**config.mk**
```make
export PLATFORM = sky130hd
export DESIGN_NAME = traffic_phase_scheduler
export DESIGN_NICKNAME = d
export VERILOG_FILES = /design/src/rtl/traffic_phase_scheduler.sv
export SDC_FILE = /design/constraint.sdc
export NUM_CORES = 1
export LEC_CHECK = 0
export ABC_CLOCK_PERIOD_IN_PS = 2350
export BUFFER_PORTS_ARGS = -buffer_cell sky130_fd_sc_hd__clkbuf_2
export CAP_MARGIN = 20
export CORE_ASPECT_RATIO = 1.1
export CORE_UTILIZATION = 52
export CTS_CLUSTER_SIZE = 16
export DETAILED_ROUTE_END_ITERATION = 7
export GPL_TIMING_DRIVEN = 0
export PLACE_DENSITY_LB_ADDON = 0.08
export RECOVER_POWER = 100
export SLEW_MARGIN = 20
export SYNTH_ARGS = -nofsm -noshare
export SYNTH_HDL_FRONTEND = slang
export SYNTH_SLANG_ARGS = --single-unit
```
**constraint.sdc**
```tcl
create_clock -name clk -period 2.35 [get_ports clk]
set_clock_uncertainty 0.05 [all_clocks]
set_input_delay 0.1175 -clock clk [delete_from_list [all_inputs] [get_ports clk]]
set_output_delay 0.1175 -clock clk [all_outputs]
set_load 0.05 [all_outputs]
```
**src/rtl/traffic_phase_scheduler.sv**
```systemverilog
// ----------------------------------------------------------------------------
// Module   : traffic_phase_scheduler
// Function : Actuated NS/EW/walk phase sequencer with min/max green timing.
// Revision : 1.0 - initial release
// ----------------------------------------------------------------------------
`default_nettype none

module traffic_phase_scheduler #(
  parameter int unsigned MIN_G = 4,
  parameter int unsigned MAX_G = 10,
  parameter int unsigned YEL   = 2,
  parameter int unsigned CLR   = 1,
  parameter int unsigned WALK  = 3
) (
  input  logic       clk,
  input  logic       rst,
  input  logic       tick,
  input  logic       ns_car,
  input  logic       ew_car,
  input  logic       ped_btn,
  output logic       ns_g,
  output logic       ns_y,
  output logic       ns_r,
  output logic       ew_g,
  output logic       ew_y,
  output logic       ew_r,
  output logic       walk,
  output logic       ped_pending,
  output logic [2:0] phase
);

  localparam logic [2:0] ST_NS_G   = 3'd0;
  localparam logic [2:0] ST_NS_Y   = 3'd1;
  localparam logic [2:0] ST_NS_CLR = 3'd2;
  localparam logic [2:0] ST_EW_G   = 3'd3;
  localparam logic [2:0] ST_EW_Y   = 3'd4;
  localparam logic [2:0] ST_EW_CLR = 3'd5;
  localparam logic [2:0] ST_WALK   = 3'd6;

  localparam logic [8:0] C_MIN_G = 9'(MIN_G);
  localparam logic [8:0] C_MAX_G = 9'(MAX_G);
  localparam logic [8:0] C_YEL   = 9'(YEL);
  localparam logic [8:0] C_CLR   = 9'(CLR);
  localparam logic [8:0] C_WALK  = 9'(WALK);

  logic [2:0] state_q, state_d;
  logic [7:0] cnt_q, cnt_d;
  logic       ped_q, ped_d;
  logic       last_dir_q, last_dir_d;

  logic [2:0] nxt;
  logic [8:0] n;

  // n counts the ticks spent in the phase including the one being applied now
  assign n = {1'b0, cnt_q} + 9'd1;

  always_comb begin
    nxt        = state_q;
    last_dir_d = last_dir_q;
    case (state_q)
      ST_NS_G: begin
        if (n >= C_MIN_G && (ew_car || ped_q) && (!ns_car || n >= C_MAX_G))
          nxt = ST_NS_Y;
      end
      ST_NS_Y: begin
        if (n == C_YEL) nxt = ST_NS_CLR;
      end
      ST_NS_CLR: begin
        if (n == C_CLR) begin
          if (ped_q) begin
            nxt        = ST_WALK;
            last_dir_d = 1'b0;
          end else begin
            nxt = ST_EW_G;
          end
        end
      end
      ST_EW_G: begin
        if (n >= C_MIN_G && (ns_car || ped_q) && (!ew_car || n >= C_MAX_G))
          nxt = ST_EW_Y;
      end
      ST_EW_Y: begin
        if (n == C_YEL) nxt = ST_EW_CLR;
      end
      ST_EW_CLR: begin
        if (n == C_CLR) begin
          if (ped_q) begin
            nxt        = ST_WALK;
            last_dir_d = 1'b1;
          end else begin
            nxt = ST_NS_G;
          end
        end
      end
      ST_WALK: begin
        if (n == C_WALK) nxt = last_dir_q ? ST_NS_G : ST_EW_G;
      end
      default: nxt = ST_NS_CLR;
    endcase
  end

  always_comb begin
    state_d = state_q;
    cnt_d   = cnt_q;
    ped_d   = ped_q | ped_btn;
    if (state_q == 3'd7) begin
      // illegal code recovers through clearance without waiting for a tick
      state_d = ST_NS_CLR;
      cnt_d   = 8'd0;
    end else if (tick) begin
      state_d = nxt;
      if (nxt != state_q) begin
        cnt_d = 8'd0;
      end else if (cnt_q != 8'hFF) begin
        cnt_d = cnt_q + 8'd1;
      end
      if (nxt == ST_WALK && state_q != ST_WALK) ped_d = 1'b0;
    end
  end

  always_ff @(posedge clk) begin
    if (rst) begin
      state_q    <= ST_NS_G;
      cnt_q      <= 8'd0;
      ped_q      <= 1'b0;
      last_dir_q <= 1'b0;
    end else begin
      state_q    <= state_d;
      cnt_q      <= cnt_d;
      ped_q      <= ped_d;
      last_dir_q <= (state_q == 3'd7 || !tick) ? last_dir_q : last_dir_d;
    end
  end

  always_comb begin
    ns_g = 1'b0;
    ns_y = 1'b0;
    ns_r = 1'b1;
    ew_g = 1'b0;
    ew_y = 1'b0;
    ew_r = 1'b1;
    walk = 1'b0;
    case (state_q)
      ST_NS_G: begin ns_g = 1'b1; ns_r = 1'b0; end
      ST_NS_Y: begin ns_y = 1'b1; ns_r = 1'b0; end
      ST_EW_G: begin ew_g = 1'b1; ew_r = 1'b0; end
      ST_EW_Y: begin ew_y = 1'b1; ew_r = 1'b0; end
      ST_WALK: walk = 1'b1;
      default: ;
    endcase
  end

  assign ped_pending = ped_q;
  assign phase       = state_q;

endmodule

`default_nettype wire
```
# [Word-level counts from Yosys, hierarchy flattened]
# Index checks and enable logic that the tools add are counted.
[word_totals] reg_bits=13 latch_bits=0 ram_bits=0 mem_bits_ro=0 in_bits=6 output_inout_bits=11 word_cells=81 n_memories=0
[op_classes] addsub=2 mul=0 div_mod_pow=0 magnitude_cmp=2 eq_ne=18 n_shift=0 n_mux=30 bitwise=2 reduce_logical=22
[ops] operator="$mux W3" count=9
[ops] operator="$pmux W3 S7" count=1
[ops] operator="$eq A9 B2 Y1 const B" count=2
[ops] operator="$mux W8" count=2
[ops] operator="$eq A3 B3 Y1 const B" count=5
[ops] operator="$mux W1" count=14
[ops] operator="$add A8 B1 Y9 const B" count=1
[ops] operator="$eq A9 B1 Y1 const B" count=1
[ops] operator="$ge A9 B3 Y1 const B" count=1
[ops] operator="$ge A9 B4 Y1 const B" count=1
[ops] operator="$add A8 B1 Y8 const B" count=1
[ops] operator="$ne A2 B2 Y1 const B" count=4
[ops] operator="$ne A8 B8 Y1 const B" count=1
[ops] operator="$eq A3 B2 Y1 const B" count=2
[ops] operator="$mux W2" count=3
[ops] operator="$reduce_and A6 Y1" count=1
[ops] operator="$reduce_bool A2 Y1" count=3
[ops] operator="$reduce_or A2 Y1" count=3
[ops] operator="$logic_and A1 B1 Y1" count=5
[ops] operator="$logic_or A1 B1 Y1" count=5
[ops] operator="$eq A3 B1 Y1 const B" count=1
[ops] operator="$logic_not A1 Y1" count=3
[ops] operator="$logic_not A3 Y1" count=1
[ops] operator="$ne A3 B3 Y1" count=1
[ops] operator="other kinds (5)" count=5

# [Logic depth before layout (Yosys ltp)]
[logic_depth] depth_word=11 depth_mapped=11 depth_no_buf=10

# [Worst setup path before layout]
# No wires, ideal clock.
[synth_timing] path_kind="reg2reg" startpoint="register state_q[0] (netlist: phase[0])" endpoint="register cnt_q[1]" setup_ps=124 arrival_time_ps=3270 required_time_ps=2176 setup_slack_ps=-1094 stages_incl_launch_ff=9 period_less_slack_ps=3444 cell_sequence="dfxtp_1 buf_2 nor3_1 o21ai_0 a221oi_1 a2111oi_4 mux2_4 a31oi_1 o22ai_1"
[synth_between] elab_chain_len=5 word_cells_on_any_way=21
[synth_rtl] item="start, declared" line_no="46" source="logic [2:0] state_q, state_d;"
[synth_rtl] item="start signal, assigned" line_no="128" source="state_q <= state_d;"
[synth_rtl] item="$eq A3 B3 Y1 (tied with other cells)" line_no="60" source="case (state_q)"
[synth_rtl] item="$pmux W3 S7" line_no="60"
[synth_rtl] item="$ne A3 B3 Y1" line_no="112" source="if (nxt != state_q) begin"
[synth_rtl] item="$reduce_bool A2 Y1 (no source line)"
[synth_rtl] item="$reduce_and A2 Y1 (no source line)"
[synth_rtl] item="end signal, assigned" line_no="129" source="cnt_q <= cnt_d;"
[synth_rtl] item="end, declared" line_no="47" source="logic [7:0] cnt_q, cnt_d;"
# Several ways; a longest one is shown, not always the timed one.
# A chain may end at the register's enable or synchronous reset.

# [Worst setup path in the final report]
[layout_timing] startpoint="register cnt_q[1]" endpoint="register cnt_q[5]"
[layout_between] elab_chain_len=9 word_cells_on_any_way=27
[layout_rtl] item="$add A8 B1 Y9" line_no="55" source="assign n = {1'b0, cnt_q} + 9'd1;"
[layout_rtl] item="$ge A9 B3 Y1 / $ge A9 B4 Y1 (equally long branches)" line_no="62, 79"
[layout_rtl] item="$logic_and A1 B1 Y1 (tied with other cells)" line_no="79" source="if (n >= C_MIN_G && (ns_car || ped_q) && (!ew_car || n >= C_MAX_G))"
[layout_rtl] item="$logic_and A1 B1 Y1, on equally long branches" line_no="79, 62"
[layout_rtl] item="$mux W3, on equally long branches" line_no="79, 62"
[layout_rtl] item="$pmux W3 S7" line_no="60"
[layout_rtl] item="$ne A3 B3 Y1" line_no="112"
[layout_rtl] item="$reduce_bool A2 Y1 (no source line)"
[layout_rtl] item="$reduce_and A2 Y1 (no source line)"
# Several ways; a longest one is shown, not always the timed one. The select of a mux whose other input is x is not followed.

==> flow_summary.json <==
{
  "critical_path.max_fanout": 7,
  "synth_seq_area_share_pct": 20.1,
  "layout.nets": 200,
  "core-area_um2": 2300,
  "synth_top_cell_by_area": "dfxtp_1",
  "grt_max_degree": 11,
  "violations": "negative setup slack",
  "cts_root_buf": "clkbuf_4",
  "reg2reg_depth": 11,
  "ir_worst_vdd_v": 0.000299,
  "setup-violations-final": 8,
  "drv_slew": 0,
  "synth_area_um2": 1290,
  "row_count": 18,
  "synth_adder_area_share_pct": 3.87,
  "start_util_pct": 56.3,
  "end_kind": "flip-flop",
  "dieWidth_um": 49.5,
  "diodes": 0,
  "clk_pin_slew_ns": 0.08,
  "die_y_um": 54.3,
  "vias_per_cell": 6.35,
  "syn_nets": 171,
  "via_count": 1391,
  "max_stage_delay_ns": 0.37,
  "dp.cells": 206,
  "yosys_warnings": 0,
  "required_ns": 2.50,
  "cts_buffer_depth": 2,
  "critPathTopFamily": "compound AO/OA/AOI/OAI gates",
  "grt_use_total_pct": 27.4,
  "r2r_end": "cnt_q[5]",
  "h-tree-depth": 1,
  "powerDensity_nw_per_um2": 464,
  "synthFlopType": "dfxtp_1",
  "path_cells": "buf_6 -> buf_4 -> a21bo_1 -> mux2i_2 -> o211ai_1 -> buf_4 -> a2111oi_4 -> mux2_4 -> buf_4 -> nand4_4 -> o32ai_2",
  "synth_top_family_by_area": "compound AO/OA/AOI/OAI gates",
  "r2r_start": "cnt_q[1]",
  "grt_pass1_wl_um": 5630,
  "syn_to_final_growth_pct": 28.5,
  "routabilityCongestion": 0.896,
  "wl_per_cell_um": 16.3,
  "cts_tree": "done",
  "syn_inst": 161,
  "synth_compound_area_share_pct": 36.6,
  "post-synth-top-area-fraction_pct": 20.1,
  "first_iter_violations": 51,
  "power_mw": 0.770,
  "worst-path-stages": 11,
  "muxShareOfSynthArea_pct": 1.94,
  "critPathLaunch": "cnt_q[1]",
  "drt-total-wl_um": 3570,
  "netlist-cell-type-count": 60,
  "cap_violations": 0,
  "drive_above_1_share_pct": 37.0,
  "final_cells": 219,
  "min_path_type": "input port to flip-flop",
  "setup_slack_ns": -0.265,
  "path_buf_inv": 4,
  "synth-seq-cells": 13,
  "netlist_top_cells_count": "nand2_1, nor2_1, dfxtp_1",
  "hold_viol_final": 0,
  "critPathSlowestCell": "dfxtp_4",
  "path_class": "flip-flop to flip-flop",
  "status": "finished, violations left",
  "synth_xor_xnor_area_share_pct": 1.26,
  "portBuffers": 15,
  "start_kind": "flip-flop",
  "clkLatencyLatePin_ns": 0.28,
  "synth-async-reset-ratio_pct": 0,
  "crit_top_cell": "buf_4",
  "synth_area_per_cell_um2": 8.03,
  "drc": 0,
  "power_leakage_nw": 0.600,
  "synth_edf_count": 0,
  "first_pass_iters": 4,
  "r2r_slack_ns": -0.27,
  "max_clock_freq_mhz": 382,
  "numCtsBuffers": 3,
  "pre_cts_ws_ns": -0.358,
  "grt_pass1_vias": 1221,
  "yosys.area_share.simple_pct": 27.0,
  "whs_endpoint": "ped_pending",
  "synth_area_leaders": "dfxtp_1, nand2_1, nor2_1",
  "slew-limit-headroom_pct": 59.9,
  "min_from": "ped_btn",
  "antenna_left": 0,
  "gr-total-overflow": 0,
  "clock-sinks": 13,
  "worst_pin_slew_ns": 0.604,
  "rsz0062_at_grt": "yes",
  "hpwl_um": 2430,
  "fin_crit_ns": 2.62,
  "die-area_um2": 2690,
  "period_share_pct": 111,
  "grt_antenna_before_repair": 0,
  "arrival_ns": 2.77,
  "ios": 17,
  "hold_depth": 3
}
==> metrics by stage <==
stage / hold slack (ns) / util (%) / setup TNS, ns / instance area [µm²]
after floorplan: 0.132 / - / -0.547 / 1380
after global placement: 0.293 / 64.8 / -2.89 / 1490
after detailed placement: 0.299 / 64.8 / -2.72 / 1490
after CTS: 0.0379 / 70.3 / -2.75 / 1620
after global routing: 0.0947 / 72.3 / -2.58 / 1660
final: 0.0726 / 72.3 / -1.86 / 1660
==> cell usage in the layout (no fill, tap or decap), drive strengths merged, types with 2 or more instances in the layout <==
cell / n
a2111oi: 3
a21o: 2
a21oi: 7
a22oi: 2
a311oi: 6
a31oi: 4
and2: 4
and3: 4
buf: 18
clkbuf: 23
dfxtp: 13
ha: 4
inv: 9
nand2: 16
nand2b: 3
nand3: 3
nand3b: 2
nand4: 3
nor2: 16
nor2b: 2
nor3: 4
o211a: 2
o211ai: 2
o21ai: 7
o221ai: 2
o22ai: 3
o31ai: 2
or2: 3
==> worst register-to-register path, cell delays in order, from the launching register on <==
cell and delay (ns):
dfxtp_4 0.37, buf_6 0.12, buf_4 0.15, a21bo_1 0.20
mux2i_2 0.19, o211ai_1 0.22, buf_4 0.21, a2111oi_4 0.31
mux2_4 0.26, buf_4 0.13, nand4_4 0.10, o32ai_2 0.22
==> where the power goes <==
| part | internal [mW] | total (mW) | switching, mW |
|---|---|---|---|
| clock | 0.0660 | 0.144 | 0.0784 |
| combinational | 0.142 | 0.377 | 0.235 |
| sequential | 0.233 | 0.248 | 0.0156 |
| total | 0.441 | 0.770 | 0.329 |
==> how the worst max path moves through the flow <==
stage               end  slack, ns
2_1_floorplan  cnt_q[1]      -0.08
3_3_place_gp   cnt_q[4]      -0.38
3_5_place_dp   cnt_q[4]      -0.36
4_1_cts        cnt_q[4]      -0.36
5_1_grt        cnt_q[5]      -0.36
6_report       cnt_q[5]      -0.27
==> cell type report <==
type | count | area, µm²
fillers | 202 | 637
well taps | 30 | 37.5
multi-input cells | 124 | 1050
flip-flops and latches | 13 | 275
clock buffers | 4 | 26.3
inverters | 10 | 41.3
plain buffers | 13 | 92.6
repair buffers | 25 | 139
==> routing by layer <==
metal	vias to the layer above	GRT usage, %	wire [µm]
met1	673	32.7	1460
met4	0	5.71	53
li1	655	-	-
met5	-	0	0
met2	55	50.9	1890
met3	8	6.11	167
==> cell families (layout without fill, tap and decap cells) <==
logic type / Yosys count / count (layout)
mux: 2 / 2
simple gates: 63 / 63
flops: 13 / 13
compound gates: 54 / 54
fa+ha+maj: 4 / 4
xor+xnor: 1 / 1
buf+inv: 24 / 52
==> timing repair <==
item	4_1_cts	5_1_grt
gates resized for setup	6	14
hold buffers	1	0
pin swaps	6	16
setup buffers	7	4
endpoints found under the hold margin	2	0
endpoints found under the setup margin	8	10
==> flip-flops by register name, summed over array words and instances (netlist names) <==
name,count
cnt_q,8
last_dir_q,1
ped_pending,1
phase,3
No activity file was read; power rests on OpenSTA's default activity.
